File: config.mk
export PLATFORM = sky130hd
export DESIGN_NAME = tdm_demux
export DESIGN_NICKNAME = d
export VERILOG_FILES = /design/src/rtl/tdm_demux.sv
export SDC_FILE = /design/constraint.sdc
export NUM_CORES = 1
export LEC_CHECK = 0
export ABC_AREA = 1
export BUFFER_PORTS_ARGS = -buffer_cell sky130_fd_sc_hd__buf_2
export CAP_MARGIN = 20
export CORE_MARGIN = 2
export CORE_UTILIZATION = 51
export CTS_BUF_LIST = sky130_fd_sc_hd__clkbuf_8
export DETAILED_ROUTE_END_ITERATION = 7
export PLACE_DENSITY = 0.8
export SYNTH_ARGS = -nofsm -noshare
export SYNTH_HDL_FRONTEND = slang
export SYNTH_SLANG_ARGS = --single-unit
File: constraint.sdc
create_clock -name CLK -period 1.6 [get_ports CLK]
set_clock_uncertainty 0.2 [all_clocks]
set_input_delay 0.24 -clock CLK [delete_from_list [all_inputs] [get_ports CLK]]
set_output_delay 0.24 -clock CLK [all_outputs]
set_load 0.005 [all_outputs]
File: src/rtl/tdm_demux.sv
// Time-division 1:NUM_CH demultiplexer with frame-alignment tracking and sync-error flagging.
// Optional build macro TDM_DEMUX_FRAME_ALIGN_EN: whole-frame output update via shadow registers.
module tdm_demux #(
  parameter int unsigned DATA_W = 8,
  parameter int unsigned NUM_CH = 2
) (
  input  logic                     CLK,
  input  logic                     RST,
  input  logic                     IN_VALID,
  input  logic                     IN_SOF,
  input  logic [DATA_W-1:0]        IN_DATA,
  output logic [NUM_CH*DATA_W-1:0] OUT_DATA,
  output logic [NUM_CH-1:0]        OUT_VALID,
  output logic                     FRAME_DONE,
  output logic                     SYNC_ERR,
  output logic                     LOCKED
);

  localparam int unsigned CNT_W = $clog2(NUM_CH);
  localparam logic [CNT_W-1:0] LAST_SLOT = CNT_W'(NUM_CH - 1);

  typedef enum logic {HUNT, LOCK} state_t;

  state_t                     state_q, state_d;
  logic [CNT_W-1:0]           slot_q, slot_d;
  logic [NUM_CH*DATA_W-1:0]   out_data_q;
  logic [NUM_CH-1:0]          out_valid_q;
  logic                       frame_done_q;
  logic                       sync_err_q;

  logic                       accept;
  logic [CNT_W-1:0]           acc_slot;
  logic                       err;
  logic                       last;

  always_comb begin
    accept   = 1'b0;
    acc_slot = '0;
    err      = 1'b0;
    state_d  = state_q;
    slot_d   = slot_q;
    if (IN_VALID) begin
      unique case (state_q)
        HUNT: begin
          if (IN_SOF) begin
            accept  = 1'b1;
            slot_d  = CNT_W'(1);
            state_d = LOCK;
          end
        end
        LOCK: begin
          if (IN_SOF == (slot_q == '0)) begin
            accept   = 1'b1;
            acc_slot = slot_q;
            slot_d   = (slot_q == LAST_SLOT) ? '0 : slot_q + CNT_W'(1);
          end else if (IN_SOF) begin
            // Early SOF: abandon the partial frame and restart with this word as slot 0.
            err    = 1'b1;
            accept = 1'b1;
            slot_d = CNT_W'(1);
          end else begin
            err     = 1'b1;
            slot_d  = '0;
            state_d = HUNT;
          end
        end
        default: state_d = HUNT;
      endcase
    end
  end

  assign last = accept && (acc_slot == LAST_SLOT);

`ifdef TDM_DEMUX_FRAME_ALIGN_EN
  logic [NUM_CH*DATA_W-1:0] shadow_q;

  always_ff @(posedge CLK) begin
    if (RST) begin
      state_q      <= HUNT;
      slot_q       <= '0;
      shadow_q     <= '0;
      out_data_q   <= '0;
      out_valid_q  <= '0;
      frame_done_q <= 1'b0;
      sync_err_q   <= 1'b0;
    end else begin
      state_q      <= state_d;
      slot_q       <= slot_d;
      out_valid_q  <= '0;
      frame_done_q <= last;
      sync_err_q   <= err;
      if (err) shadow_q <= '0;
      for (int unsigned k = 0; k < NUM_CH; k++) begin
        if (accept && acc_slot == CNT_W'(k))
          shadow_q[k*DATA_W +: DATA_W] <= IN_DATA;
      end
      // Final slot bypasses the shadow so the whole frame publishes in one cycle.
      if (last) begin
        out_data_q <= shadow_q;
        out_data_q[(NUM_CH-1)*DATA_W +: DATA_W] <= IN_DATA;
        out_valid_q <= '1;
      end
    end
  end
`else
  always_ff @(posedge CLK) begin
    if (RST) begin
      state_q      <= HUNT;
      slot_q       <= '0;
      out_data_q   <= '0;
      out_valid_q  <= '0;
      frame_done_q <= 1'b0;
      sync_err_q   <= 1'b0;
    end else begin
      state_q      <= state_d;
      slot_q       <= slot_d;
      out_valid_q  <= '0;
      frame_done_q <= last;
      sync_err_q   <= err;
      for (int unsigned k = 0; k < NUM_CH; k++) begin
        if (accept && acc_slot == CNT_W'(k)) begin
          out_data_q[k*DATA_W +: DATA_W] <= IN_DATA;
          out_valid_q[k]                 <= 1'b1;
        end
      end
    end
  end
`endif

  assign OUT_DATA   = out_data_q;
  assign OUT_VALID  = out_valid_q;
  assign FRAME_DONE = frame_done_q;
  assign SYNC_ERR   = sync_err_q;
  assign LOCKED     = (state_q == LOCK);

endmodule
==> results.cfg, run 1 <==
[placed_design]
dp_hpwl_um = 1460
gp_congestion = 0.756
place_inst = 202
port_buffers = 32

[synth]
synthCells = 146
netlist.area_leader.share_pct = 41.8
synth.area.mux_share_pct = 0
yosys.area_share.simple_pct = 34.7
syn_nets = 162
yosys.area.top_type = dfxtp_1
synth_area_leaders = dfxtp_1, nand2_1, inv_1
avgSynthCellArea_um2 = 6.89
synth_compound_area_share_pct = 0.995
synth_cell_types = 17
syn_area_um2 = 1010
ys.warnings.count = 0
synth-seq-area-share_pct = 41.8
synth_top_family_by_area = simple AND/OR/NAND/NOR gates
synth-xor-area-share_pct = 0
synth_fa_ha_area_share_pct = 4.98
ys_ff_latch = 21

[finish]
multi_input_area_um2 = 409
layout.nets = 196
drive_above_1_share_pct = 24.0
final-instance-count-excl-fill = 206
n_antenna_cell = 0
area_growth_pct = 21.3
fillers = 181
ff_latch_area_um2 = 422

[detailed_routing]
firstDrtPassIters = 4
drc = 0
vias = 903
wirelength_um = 1890
drt_iter0_drc = 17
wl_per_cell_um = 9.15
ant_nets = 0
drt-vias-per-instance = 4.38

[critical_path]
reg2reg_from = slot_q
worst_r2r_path_depth = 8
critPathCaptureType = register
crit_required_ns = 1.59
critPathArrivalTime_ns = 1.49
r2r_end = OUT_DATA[2]
critical_path_class = reg -> reg
path_delay_family = simple AND/OR/NAND/NOR gates
crit_start = slot_q
slowest_stage = dfxtp_2
critPathMaxStageDelay_ns = 0.35
r2r_slack_ns = 0.1
cp_max_fo = 10
start_kind = register
crit_path_cell_trace = inv_1, ha_1, nand2_1, buf_4, nand3_4, nand2_1, inv_1, nor2_1
worst-path-buf-inv = 3

[cts]
clk_pin_slew_worst_paths_ns = 0.07
cts_setup_buffers = 0
cts_max_level = 1
clkSinkCount = 21
insertion_delay_ns = 0.26
numCtsBuffers = 3
cts_tree = built
root_buffer = clkbuf_8
cts_buffer_depth = 2

[global_route]
grt_pass1_wl_um = 3100
grt_overflow_total = 0
gr-usage-met3_pct = 1.85
grt_max_degree = 18
grt_use_met1_pct = 19.6
track_usage_pct = 17.0
grt.busiest_layer = met2
met2_usage_pct = 30.3
antenna_found_initial = 0
grt_pass1_vias = 778

[timing]
fmax_mhz = 666
max_slew.worst_pin.slew_ns = 0.405
fin_crit_ns = 1.50
grt_setup_unrepaired = no
setup_viol = 0
hold_viol = 0
setup_tns_ns = 0
finalCritPeriodShare_pct = 93.8
finalMaxSlewViolations = 0
slew_headroom_pct = 72.8

[floorplanning]
io_pins = 33
initial_core_util_pct = 52.9
die_area_um2 = 2340
core_area_um2 = 1900
num_rows = 16
die_h_um = 48.4
die_w_um = 48.4

[outcome]
status = finished clean

[power]
p_int_w = 0.000786
p_seq_share_pct = 53.7
p_clk_share_pct = 31.5
p_per_area_nw_per_um2 = 865
p_leak_nw = 0.751
combPwrFrac_pct = 14.8
switchingPower_w = 0.000269
p_sw_share_pct = 25.5
peakVddDrop_mv = 0.618

[job]
maxCapViolCount = 0

[min_path]
min_path_cells = 2
hold_path.class = in -> reg
min_from = RST
holdPathEnd = LOCKED
timing repair:
action | 4_1_cts | 5_1_grt
resized for setup | 0 | 1
setup endpoints to repair | 0 | 9
hold buffers | 0 | 0
through the flow:
stage	hold slack, ns	util (%)	setup WS [ns]	instance area, um^2	power (W)
2_1_floorplan	0.109	-	0.171	1010	0.000676
3_3_place_gp	0.268	61.7	0.141	1170	0.000728
3_5_place_dp	0.282	61.7	0.0801	1170	0.000735
4_1_cts	0.00604	64.1	0.0625	1220	0.00107
5_1_grt	0.0218	64.1	0.0236	1220	0.00110
6_report	0.00608	64.1	0.0989	1220	0.00105
area by class of cell:
cell class                      count  area share [%]
Inverter                           36            11.1
Tap cell                           27            2.77
Clock inverter                      1           0.308
Timing Repair Buffer               34            14.4
Sequential cell                    21            34.6
Clock buffer                        3            3.38
Multi-Input combinational cell     84            33.5
cells in the mapped netlist:
cell / instances
nor2_1: 27
nand4_1: 8
nor3_1: 2
dfxtp_1: 21
inv_1: 35
buf_6: 1
nand2_1: 36
clkinv_1: 1
nand4_2: 1
nand3_4: 1
a21oi_1: 1
ha_1: 4
nand2_2: 2
buf_4: 3
nand3_2: 1
o21ai_0: 1
clkbuf_4: 1
worst max-delay path by stage:
stage                   end  slack (ns)  depth (start not counted)
2_1_floorplan  OUT_DATA[10]        0.17                          7
3_3_place_gp    OUT_DATA[5]        0.14                          8
3_5_place_dp    OUT_DATA[2]        0.08                          9
4_1_cts         OUT_DATA[2]        0.06                          8
5_1_grt         OUT_DATA[0]        0.02                          8
6_report        OUT_DATA[2]         0.1                          8
power groups by stage:
stage	Sequential, W	Clock (W)	Combinational [W]
finish	0.000566	0.000332	0.000156
global route	0.000570	0.000356	0.000179
CTS	0.000566	0.000341	0.000158
detailed placement	0.000578	0	0.000157
global placement	0.000576	0	0.000152
floorplan	0.000580	0	0.0000954
registers in the layout, indices dropped and copies added, names as in the netlist:
| register | count |
|---|---|
| OUT_DATA | 16 |
| OUT_VALID | 2 |
| LOCKED | 1 |
| SYNC_ERR | 1 |
| slot_q | 1 |
cell usage in the layout, fill, tap and decap left out:
cell      count
nand4_2       1
buf_2        32
buf_4         2
nand2_1      36
ha_1          4
nor2_1       27
o21ai_0       1
a21oi_1       1
dfxtp_1      20
nand3_4       1
inv_1        36
clkinv_1      1
nand4_1       8
nand3_2       1
nor3_1        2
clkbuf_8      3
nand2_2       2
dfxtp_2       1
metal layers:
metal,vias to the layer above,part of all wire (%)
met4,0,1.8
li1,488,-
met1,378,44
met2,32,49
met5,-,0
met3,5,4.9
cell families after synthesis:
kind of cell / Yosys count
compound gates: 2
fa+ha+maj: 4
buf+inv: 41
flops: 21
simple gates: 78
worst register-to-register path: stages (launching register included):
cell	delay [ns]
dfxtp_2	0.35
inv_1	0.06
ha_1	0.18
nand2_1	0.11
buf_4	0.19
nand3_4	0.13
nand2_1	0.09
inv_1	0.04
nor2_1	0.10
No activity file was read; power rests on OpenSTA's default activity.
==> inputs of run 2 (changes only) <==
--- a/config.mk
+++ b/config.mk
@@ -12,7 +12,7 @@
 export CORE_UTILIZATION = 51
 export CTS_BUF_LIST = sky130_fd_sc_hd__clkbuf_8
 export DETAILED_ROUTE_END_ITERATION = 7
-export PLACE_DENSITY = 0.8
+export PLACE_DENSITY = 0.81
 export SYNTH_ARGS = -nofsm -noshare
 export SYNTH_HDL_FRONTEND = slang
 export SYNTH_SLANG_ARGS = --single-unit
==> results.cfg, run 2 (synthesis gave the netlist of run 1 again) <==
[outcome]
status = finished clean

[global_route]
track_usage_pct = 17.7
grt_pass1_vias = 818
antenna_found_initial = 0
grt_overflow_total = 0
grt_max_degree = 18
grt_pass1_wl_um = 3290

[timing]
max_slew.worst_pin.slew_ns = 0.414
grt_setup_unrepaired = no
finalCritPeriodShare_pct = 93.4
fmax_mhz = 669
hold_ws_ns = 0.00199
fin_crit_ns = 1.50
finalMaxSlewViolations = 0
setup_viol = 0
slew_headroom_pct = 72.2
hold_viol = 0
final_critical_path_setup_slack_ns = 0.105
setup_tns_ns = 0

[detailed_routing]
vias = 897
drt-vias-per-instance = 4.35
ant_nets = 0
wirelength_um = 1940
wl_per_cell_um = 9.42
drt_iter0_drc = 13
drc = 0
firstDrtPassIters = 3

[cts]
clk_pin_slew_worst_paths_ns = 0.07
insertion_delay_ns = 0.26
cts_max_level = 1
cts_buffer_depth = 2
post_cts_resized = 0
cts_setup_buffers = 0
numCtsBuffers = 3
clkSinkCount = 21
root_buffer = clkbuf_8
cts_tree = built
hold_buffers = 0

[power]
p_clk_share_pct = 31.8
p_per_area_nw_per_um2 = 868
switchingPower_w = 0.000275
p_int_w = 0.000787
p_seq_share_pct = 53.4
p_leak_nw = 0.753
p_sw_share_pct = 25.9
combPwrFrac_pct = 14.9
peakVddDrop_mv = 0.495

[finish]
drive_above_1_share_pct = 24.0
final-instance-count-excl-fill = 206
fin_area_um2 = 1220
largest_reg_flops = 16
fillers = 175
final_cell_mix = inv_1, nand2_1, buf_2, nor2_1, dfxtp_1
n_antenna_cell = 0
area_growth_pct = 21.6
layout.nets = 196

[floorplanning]
die_w_um = 48.4
io_pins = 33
num_rows = 16
die_area_um2 = 2340
die_h_um = 48.4
initial_core_util_pct = 52.9
core_area_um2 = 1900

[placed_design]
dp_hpwl_um = 1440
port_buffers = 32
dp_slack_ns = 0.0823
place_inst = 202
dpl_cell_area_um2 = 1170
gp_congestion = 0.785

[critical_path]
crit_required_ns = 1.60
r2r_end = OUT_DATA[1]
start_kind = register
critical_path_class = reg -> reg
critPathCaptureType = register
r2r_slack_ns = 0.10
reg2reg_from = slot_q
worst_r2r_path_depth = 8
cp_max_fo = 10
critPathArrivalTime_ns = 1.49

[min_path]
hold_path.class = in -> reg
min_path_cells = 2
min_from = RST
holdPathEnd = LOCKED

[job]
maxCapViolCount = 0
## run 2: cell count changes in the layout (fill, tap and decap cells not counted)
cell   previous run  this run
buf_4             2         1
buf_6             0         1
## run 2: cell type report
class                   instances  area (um^2)  share of cell area, %
flip-flops and latches         21          422                   34.5
inverters                      36          135                   11.0
clock inverters                 1         3.75                  0.307
repair buffers                 34          179                   14.6
well taps                      27         33.8                   2.76
clock buffers                   3         41.3                   3.37
multi-input cells              84          409                   33.4
## run 2: worst max path at each step
stage / from / end / cells after the start
2_1_floorplan: slot_q / OUT_DATA[10] / 7
3_3_place_gp: IN_SOF / OUT_DATA[5] / 9
3_5_place_dp: IN_SOF / OUT_DATA[5] / 9
4_1_cts: slot_q / OUT_DATA[6] / 8
5_1_grt: slot_q / OUT_DATA[10] / 8
6_report: slot_q / OUT_DATA[1] / 8
## run 2: routing by layer
layer	GRT usage (%)	part of all wire, %	vias to the layer above
met5	0	0	-
met3	3.40	5.2	7
met2	30.8	46	23
met1	20.9	46	379
met4	8.57	2.5	0
li1	-	-	488
## run 2: power groups by stage
stage | sequential, W | combinational, W | clock [W]
after floorplan | 0.000580 | 0.0000954 | 0
after global placement | 0.000577 | 0.000152 | 0
after detailed placement | 0.000578 | 0.000157 | 0
after CTS | 0.000566 | 0.000159 | 0.000339
after global routing | 0.000570 | 0.000179 | 0.000356
final | 0.000567 | 0.000158 | 0.000337
## run 2: critical path, stage by stage (launching register included)
cell	delay, ns
dfxtp_2	0.35
inv_1	0.06
ha_1	0.18
nand2_1	0.09
buf_4	0.18
nand3_4	0.13
nand2_1	0.09
inv_1	0.04
nor2_1	0.11
## run 2: metrics by stage
| step | power (W) | util [%] |
|---|---|---|
| after global placement | 0.000728 | 61.7 |
| after CTS | 0.00106 | 64.1 |
| after floorplan | 0.000676 | - |
| after global routing | 0.00110 | 64.3 |
| final | 0.00106 | 64.3 |
| after detailed placement | 0.000735 | 61.7 |
